==> src/rtl/sram_axi_bridge_pkg.sv <==
// sram_axi_bridge_pkg: shared FSM encodings and AXI constants for the SRAM-to-AXI bridge
package sram_axi_bridge_pkg;
  typedef enum logic [1:0] {RD_IDLE, RD_AR, RD_R} rd_state_e;
  typedef enum logic [1:0] {WR_IDLE, WR_AW_W, WR_B} wr_state_e;
  localparam logic [1:0] BURST_INCR = 2'b01;
  localparam logic [3:0] LEN_1 = 4'd0;
  localparam logic [2:0] SIZE_WORD = 3'b010;
  function automatic logic [2:0] axi_size(input logic [1:0] s);
    return {1'b0, s};
  endfunction
endpackage

==> src/rtl/sram_axi_bridge_wr_chan.sv <==
// axi_wr_chan: single-beat AXI write FSM; AW and W retire independently, then wait for B
module axi_wr_chan
  import sram_axi_bridge_pkg::*;
#(
  parameter int AW = 32,
  parameter int DW = 32
) (
  input  logic            clk,
  input  logic            rst,
  input  logic            start_i,
  input  logic [AW-1:0]   addr_i,
  input  logic [1:0]      size_i,
  input  logic [DW/8-1:0] wstrb_i,
  input  logic [DW-1:0]   wdata_i,
  output logic            idle_o,
  output logic            done_o,
  output logic [AW-1:0]   addr_o,
  output logic [2:0]      awsize_o,
  output logic            awvalid_o,
  input  logic            awready_i,
  output logic [DW-1:0]   wdata_o,
  output logic [DW/8-1:0] wstrb_o,
  output logic            wvalid_o,
  input  logic            wready_i,
  input  logic            bvalid_i,
  output logic            bready_o
);
  wr_state_e       st_q, st_d;
  logic            aw_done_q, aw_done_d, w_done_q, w_done_d, done_q;
  logic [AW-1:0]   addr_q;
  logic [1:0]      size_q;
  logic [DW/8-1:0] wstrb_q;
  logic [DW-1:0]   wdata_q;

  always_ff @(posedge clk) begin
    if (rst) begin
      st_q      <= WR_IDLE;
      aw_done_q <= 1'b0;
      w_done_q  <= 1'b0;
      done_q    <= 1'b0;
      addr_q    <= '0;
      size_q    <= '0;
      wstrb_q   <= '0;
      wdata_q   <= '0;
    end else begin
      st_q      <= st_d;
      aw_done_q <= aw_done_d;
      w_done_q  <= w_done_d;
      done_q    <= bready_o && bvalid_i;
      if (start_i) begin
        addr_q  <= addr_i;
        size_q  <= size_i;
        wstrb_q <= wstrb_i;
        wdata_q <= wdata_i;
      end
    end
  end

  // done flags only live inside WR_AW_W, so they self-clear once the join completes
  always_comb begin
    aw_done_d = (st_q == WR_AW_W) && (aw_done_q || (awvalid_o && awready_i));
    w_done_d  = (st_q == WR_AW_W) && (w_done_q || (wvalid_o && wready_i));
    st_d = (st_q == WR_IDLE) ? (start_i ? WR_AW_W : WR_IDLE) :
           (st_q == WR_AW_W) ? ((aw_done_d && w_done_d) ? WR_B : WR_AW_W) :
           (bvalid_i ? WR_IDLE : WR_B);
  end

  always_comb begin
    awvalid_o = (st_q == WR_AW_W) && !aw_done_q;
    wvalid_o  = (st_q == WR_AW_W) && !w_done_q;
    bready_o  = (st_q == WR_B);
    idle_o    = (st_q == WR_IDLE);
    done_o    = done_q;
    addr_o    = addr_q;
    awsize_o  = axi_size(size_q);
    wstrb_o   = wstrb_q;
    wdata_o   = wdata_q;
  end
endmodule

==> src/rtl/sram_axi_bridge.sv <==
// sram_axi_bridge: merges inst (read-only) and data SRAM-like ports onto one single-beat AXI3 master
module sram_axi_bridge
  import sram_axi_bridge_pkg::*;
#(
  parameter int AW = 32,
  parameter int DW = 32
) (
  input  logic            clk,
  input  logic            rst,
  input  logic            inst_sram_req,
  input  logic [AW-1:0]   inst_sram_addr,
  output logic            inst_sram_addr_ok,
  output logic            inst_sram_data_ok,
  output logic [DW-1:0]   inst_sram_rdata,
  input  logic            data_sram_req,
  input  logic            data_sram_wr,
  input  logic [1:0]      data_sram_size,
  input  logic [DW/8-1:0] data_sram_wstrb,
  input  logic [AW-1:0]   data_sram_addr,
  input  logic [DW-1:0]   data_sram_wdata,
  output logic            data_sram_addr_ok,
  output logic            data_sram_data_ok,
  output logic [DW-1:0]   data_sram_rdata,
  output logic [AW-1:0]   araddr,
  output logic [2:0]      arsize,
  output logic            arvalid,
  input  logic            arready,
  input  logic [DW-1:0]   rdata,
  input  logic            rvalid,
  output logic            rready,
  output logic [AW-1:0]   awaddr,
  output logic [2:0]      awsize,
  output logic            awvalid,
  input  logic            awready,
  output logic [DW-1:0]   wdata,
  output logic [DW/8-1:0] wstrb,
  output logic            wvalid,
  input  logic            wready,
  input  logic            bvalid,
  output logic            bready
);
  rd_state_e     rd_q, rd_d;
  logic [AW-1:0] araddr_q, wr_addr;
  logic [2:0]    arsize_q;
  logic          owner_q, rd_dok_q, data_busy_q;
  logic [DW-1:0] inst_rdata_q, data_rdata_q;
  logic          wr_idle, wr_dok, data_busy, raw_hit, data_rd_acc, inst_acc, wr_acc, r_hs;

  // data port is free again in the very cycle its data_ok pulses
  always_comb begin
    data_busy   = data_busy_q && !data_sram_data_ok;
    raw_hit     = !wr_idle && (data_sram_addr[AW-1:2] == wr_addr[AW-1:2]);
    data_rd_acc = (rd_q == RD_IDLE) && data_sram_req && !data_sram_wr && !data_busy && !raw_hit;
    inst_acc    = (rd_q == RD_IDLE) && inst_sram_req && !data_rd_acc;
    wr_acc      = wr_idle && data_sram_req && data_sram_wr && !data_busy;
    r_hs        = (rd_q == RD_R) && rvalid;
  end

  always_ff @(posedge clk) begin
    if (rst) begin
      rd_q         <= RD_IDLE;
      araddr_q     <= '0;
      arsize_q     <= '0;
      owner_q      <= 1'b0;
      rd_dok_q     <= 1'b0;
      data_busy_q  <= 1'b0;
      inst_rdata_q <= '0;
      data_rdata_q <= '0;
    end else begin
      rd_q        <= rd_d;
      rd_dok_q    <= r_hs;
      data_busy_q <= data_sram_addr_ok || data_busy;
      if (data_rd_acc || inst_acc) begin
        araddr_q <= data_rd_acc ? data_sram_addr : inst_sram_addr;
        arsize_q <= data_rd_acc ? axi_size(data_sram_size) : SIZE_WORD;
        owner_q  <= data_rd_acc;
      end
      if (r_hs && owner_q) data_rdata_q <= rdata;
      if (r_hs && !owner_q) inst_rdata_q <= rdata;
    end
  end

  always_comb begin
    rd_d = (rd_q == RD_IDLE) ? ((data_rd_acc || inst_acc) ? RD_AR : RD_IDLE) :
           (rd_q == RD_AR)   ? (arready ? RD_R : RD_AR) :
           (rvalid ? RD_IDLE : RD_R);
  end

  always_comb begin
    arvalid           = (rd_q == RD_AR);
    rready            = (rd_q == RD_R);
    araddr            = araddr_q;
    arsize            = arsize_q;
    inst_sram_addr_ok = inst_acc;
    data_sram_addr_ok = data_rd_acc || wr_acc;
    inst_sram_data_ok = rd_dok_q && !owner_q;
    data_sram_data_ok = (rd_dok_q && owner_q) || wr_dok;
    inst_sram_rdata   = inst_rdata_q;
    data_sram_rdata   = data_rdata_q;
  end

  axi_wr_chan #(.AW(AW), .DW(DW)) u_wr (
    .clk       (clk),
    .rst       (rst),
    .start_i   (wr_acc),
    .addr_i    (data_sram_addr),
    .size_i    (data_sram_size),
    .wstrb_i   (data_sram_wstrb),
    .wdata_i   (data_sram_wdata),
    .idle_o    (wr_idle),
    .done_o    (wr_dok),
    .addr_o    (wr_addr),
    .awsize_o  (awsize),
    .awvalid_o (awvalid),
    .awready_i (awready),
    .wdata_o   (wdata),
    .wstrb_o   (wstrb),
    .wvalid_o  (wvalid),
    .wready_i  (wready),
    .bvalid_i  (bvalid),
    .bready_o  (bready)
  );
  assign awaddr = wr_addr;
endmodule

==> config.mk <==
export PLATFORM = sky130hd
export DESIGN_NAME = sram_axi_bridge
export DESIGN_NICKNAME = d
export VERILOG_FILES = /design/src/rtl/sram_axi_bridge_pkg.sv /design/src/rtl/sram_axi_bridge_wr_chan.sv /design/src/rtl/sram_axi_bridge.sv
export SDC_FILE = /design/constraint.sdc
export NUM_CORES = 1
export LEC_CHECK = 0
export CORE_AREA = 2 2 127 129
export CTS_CLUSTER_SIZE = 8
export DETAILED_ROUTE_END_ITERATION = 16
export DIE_AREA = 0 0 129 131
export DONT_BUFFER_PORTS = 1
export SYNTH_ARGS = -nofsm -noshare
export SYNTH_HDL_FRONTEND = slang
export SYNTH_SLANG_ARGS = --single-unit
export TNS_END_PERCENT = 30
==> constraint.sdc <==
create_clock -name clk -period 3.4 [get_ports clk]
set_input_delay 0.85 -clock clk [delete_from_list [all_inputs] [get_ports clk]]
set_output_delay 0.85 -clock clk [all_outputs]
set_load 0.02 [all_outputs]
---- Yosys cells after proc, flatten, opt, wreduce, memory -nomap -nowiden ----
Cells that the tools add are included.
storage, ports and cells
  flip-flop bits (word level) ............. 179
  input bits .............................. 144
  output and inout bits ................... 179
  logic and storage cells ................. 74
cells by class
  equal/unequal tests ..................... 5
  mux-type cells .......................... 12
  reduce and logical (&&, ||, !) cells .... 41
operators with widths
  operator                                                                count
  32-bit two-way mux                                                      1
  30-bit equality test                                                    1
  1-bit logical AND                                                       24
  2-bit two-way mux                                                       9
  1-bit logical NOT                                                       9
  1-bit logical OR                                                        6
  2-bit by 1-bit equality test with 1-bit output (second input constant)  2
  2-bit equality test (second input constant)                             2
  2-bit logical NOT                                                       2
  1-bit two-way mux                                                       2

---- Longest topological paths before layout ----
  word-level depth ........................ 12
  mapped depth ............................ 7
  gate-level depth less buffers ........... 5

---- Cells and area by module ----
A second synthesis with hierarchy kept.
unflattened totals
  cells, all modules ...................... 822
  area total of the unflattened synthesis .. 7450.9 µm²
by module, submodules not included
  module           instances  cells an instance  area each (µm²)  seq. area each (µm²)
  sram_axi_bridge  1          574                4709.5           2062.0
  axi_wr_chan      1          248                2741.4           1501.4

---- Least setup slack after synthesis ----
No wires, ideal clock.
  kind .................................... input to output
  from .................................... in data_sram_addr[2]
  to ...................................... out data_sram_addr_ok
  arrival time ............................ 2.445 ns
  path slack .............................. 0.105 ns
  stages on the path ...................... 7
  buffers on the path ..................... 2
  cell sequence ........................... xor2_1 or4_4 nor4_4 a21o_1 buf_6 buf_6 nand2_1
between the ends
  word-level cells in the longest chain between the ends .. 5
RTL lines
  what                  line                   RTL
  from (decl)           sram_axi_bridge.sv:19  input logic [AW-1:0] data_sram_addr,
  30-bit equality test  sram_axi_bridge.sv:52  raw_hit = !wr_idle && (data_sram_addr[AW-1:2] == wr_addr[AW-1:2]);
  1-bit logical AND     sram_axi_bridge.sv:52
  1-bit logical NOT     sram_axi_bridge.sv:53  data_rd_acc = (rd_q == RD_IDLE) && data_sram_req && !data_sram_wr && !data_busy && !raw_hit;
  1-bit logical AND     sram_axi_bridge.sv:53
  1-bit logical OR      sram_axi_bridge.sv:95  data_sram_addr_ok = data_rd_acc || wr_acc;
  to (decl)             sram_axi_bridge.sv:21  output logic data_sram_addr_ok,
No other way between the ends.

---- Final worst setup path ----
  from .................................... reg u_wr.addr_q[2], in the netlist u_wr.addr_o[2]
  to ...................................... out inst_sram_addr_ok
between the ends
  word-level cells in the longest chain between the ends .. 6
RTL lines
  what                    line                           RTL
  from (decl)             sram_axi_bridge_wr_chan.sv:30  logic [AW-1:0] addr_q;
  from (signal assigned)  sram_axi_bridge_wr_chan.sv:51  addr_q <= addr_i;
  30-bit equality test    sram_axi_bridge.sv:52
  1-bit logical AND       sram_axi_bridge.sv:52
  1-bit logical NOT       sram_axi_bridge.sv:53
  1-bit logical AND       sram_axi_bridge.sv:53
  1-bit logical NOT       sram_axi_bridge.sv:54          inst_acc = (rd_q == RD_IDLE) && inst_sram_req && !data_rd_acc;
  1-bit logical AND       sram_axi_bridge.sv:54
  to (decl)               sram_axi_bridge.sv:12          output logic inst_sram_addr_ok,
No other way between the ends.

==> results.yml <==
outcome:
  status: "complete, no violations"
synth:
  syn_avg_cell_area_sq_um: 8.028
  synth_top_area_cell: "dfxtp_1"
  syn_inst: 872
  synth.area.top_cells: "dfxtp_1 51%, nand2_1 18%, a21oi_1 10%, a211oi_1 3.6%, a311oi_1 3.4%"
  yosys_warnings: 0
  synth.top_cell.area_share_pct: 50.90
  syn_area_sq_um: 7000
  synth-seq-cells: 178
  synth_flop_cell: "dfxtp_1"
  synth_cell_types: 33
  async_flop_share_pct: 0
  synth_edf_count: 0
  ys_seq_area_share_pct: 50.90
layout:
  antennaDiodeCount: 0
  mostFrequentLayoutCell: "nand2_1"
  syn_to_final_growth_pct: 9.187
  layout_common_cells: "337 x nand2_1, 178 x dfxtp_1, 140 x a21oi_1"
  nNetsFinal: 979
  drive_gt1_share_pct: 6.619
run:
  maxCapViolations: 0
setup_path:
  ff2ff_path_depth: 6
  critPathLaunch: "u_wr.addr_o[2]"
  worstPathRequired_ps: 2550
  reg2reg_from: "u_wr.addr_o[2]"
  startpoint_type: "flop"
  crit_path_end_kind: "primary output"
  cp_max_fo: 4
  arrival_ps: 2340
  crit_end: "inst_sram_addr_ok"
  r2r_setup_slack_ps: 980
  criticalPathCategory: "flop to primary output"
  r2r_end: "araddr[21]"
placed_design:
  dp_slack_ps: 257.0
  hpwl_um: 14300
  port_buffers: 0
  gp_congestion: 0.8442
cts:
  cts_tree: "yes"
  cts-resized-gates: 0
  numCtsBuffers: 17
  clk_latency_ps: 420
  ctsLongestPathBuffers: 2
  cts-root-buf: "clkbuf_16"
  clock_sinks: 178
  ctsHoldBuffers: 0
  cts.htree.levels: 4
  clk_pin_slew_ps: 70
  post_cts_buffers: 0
grt:
  grt_use_total_pct: 22.94
  grt_pass1_vias: 5577
  grt_max_degree: 180
  antenna_found_initial: 0
  grt-ovfl-total: 0
  grt_pass1_wl_um: 30090
die:
  die_h_um: 131
  num_rows: 46
  pin_count: 323
  start_util_pct: 44.88
  die_w_um: 129
  coreArea_sq_um: 15600
  die-area_sq_um: 16900
power_and_ir_drop:
  ir_drop_mv: 0.3059
  p_per_area_nw_per_um2: 607.4
  leakage_nw: 2.528
detailed_routing:
  drtIter0Drc: 298
  firstDrtPassIters: 4
  post_drt_via_cell_ratio: 5.551
  routedWlPerCell_um: 19.25
  num_vias: 5895
  wirelength_um: 20450
  drc: 0
  top_layer_used: "met4"
  detail-route-antenna-nets: 0
  dr_wl_met3_um: 2320
  wl_met1_um: 7673
  wl_met2_um: 10280
sta:
  tightest_slew_ps: 763.6
  slew_viol_final: 0
  hold_slack_ps: 510.5
  hold_viol: 0
  final_period_minus_worst_setup_slack_ps: 3187
  finClkSkew_ps: 10.22
  slew-limit-headroom_pct: 49.09
  setup_slack_ps: 212.8
  clock.fmax_mhz: 313.8
  setup_viol_count_final: 0
  period_share_pct: 93.74
  fin_tns_setup_ps: 0
  rsz0062_at_grt: "no"
worst_hold_path:
  min_path_type: "input pin to flop"
## critical path, cell delays in order, from the launching register on
cell and delay, ps:
dfxtp_1 490, xor2_1 140, or4_4 560, nor4_4 270, a21oi_1 160, nor2_1 140
buf_4 160
## synthesized netlist by cell type (6+ instances only)
master	count
buf_6	7
clkbuf_1	56
nand4_1	7
a21oi_1	140
dfxtp_1	178
a311oi_1	27
nor2_1	12
a211oi_1	34
buf_2	6
xnor2_1	27
nand2_1	337
## metrics by stage
step / area [sq um] / cells / power (mW) / utilization [%]
global placement: 7071 / 1032 / 2.767 / 45.33
CTS: 7644 / 1062 / 4.692 / 49.01
finish: 7644 / 1062 / 4.643 / 49.01
global route: 7644 / 1062 / 4.835 / 49.01
floorplan: 7004 / 873 / 2.703 / -
detailed placement: 7071 / 1032 / 2.781 / 45.33
## cell families (layout without fill, tap and decap cells)
group | Yosys count | after routing | share of synthesized area (%)
simple gates | 380 | 380 | 21.88
compound gates | 209 | 209 | 18.39
flops | 178 | 178 | 50.90
buf+inv | 73 | 46 | 4.879
xor+xnor | 30 | 30 | 3.753
other cells | 1 | 2 | 0.05357
mux | 1 | 1 | 0.1430
## where the power goes
part | switching, mW | total [mW] | internal [mW] | leakage [nW]
clock | 0.815 | 1.91 | 1.10 | 0.279
combinational | 0.212 | 0.339 | 0.127 | 0.801
sequential | 0.203 | 2.39 | 2.19 | 1.45
total | 1.23 | 4.64 | 3.41 | 2.53
## worst min path at each step
stage	from	end	slack (ps)	depth (start not counted)
after detailed placement	u_wr.st_q[1]	u_wr.st_q[1]	530	2
final	rst	araddr[31]	510	1
after global routing	rst	araddr[25]	490	1
after floorplan	u_wr.st_q[1]	u_wr.st_q[1]	490	2
after global placement	data_busy_q	data_busy_q	510	2
after CTS	rst	u_wr.st_q[0]	480	1
## cell type report
class	count	area, sq um
Clock inverter	12	133.9
Inverter	2	7.507
Tap cell	216	270.3
Timing Repair Buffer	14	117.6
Sequential cell	178	3563
Fill cell	1521	7954
Clock buffer	18	439.2
Multi-Input combinational cell	622	3112
## layer usage
metal	global-route usage, %	vias to the layer above
met2	38.81	261
met1	26.03	2782
met5	0	-
met4	7.673	0
met3	10.10	14
li1	-	2838
## state kept, by name (all words and copies together), names as in the netlist, 2 cells and up
name,cells
araddr,32
arsize,2
data_sram_rdata,32
inst_sram_rdata,32
rd_q,2
u_wr.addr_o,32
u_wr.size_q,2
u_wr.st_q,2
u_wr.wdata_o,32
u_wr.wstrb_o,4
(Power assumes the default switching activity.)
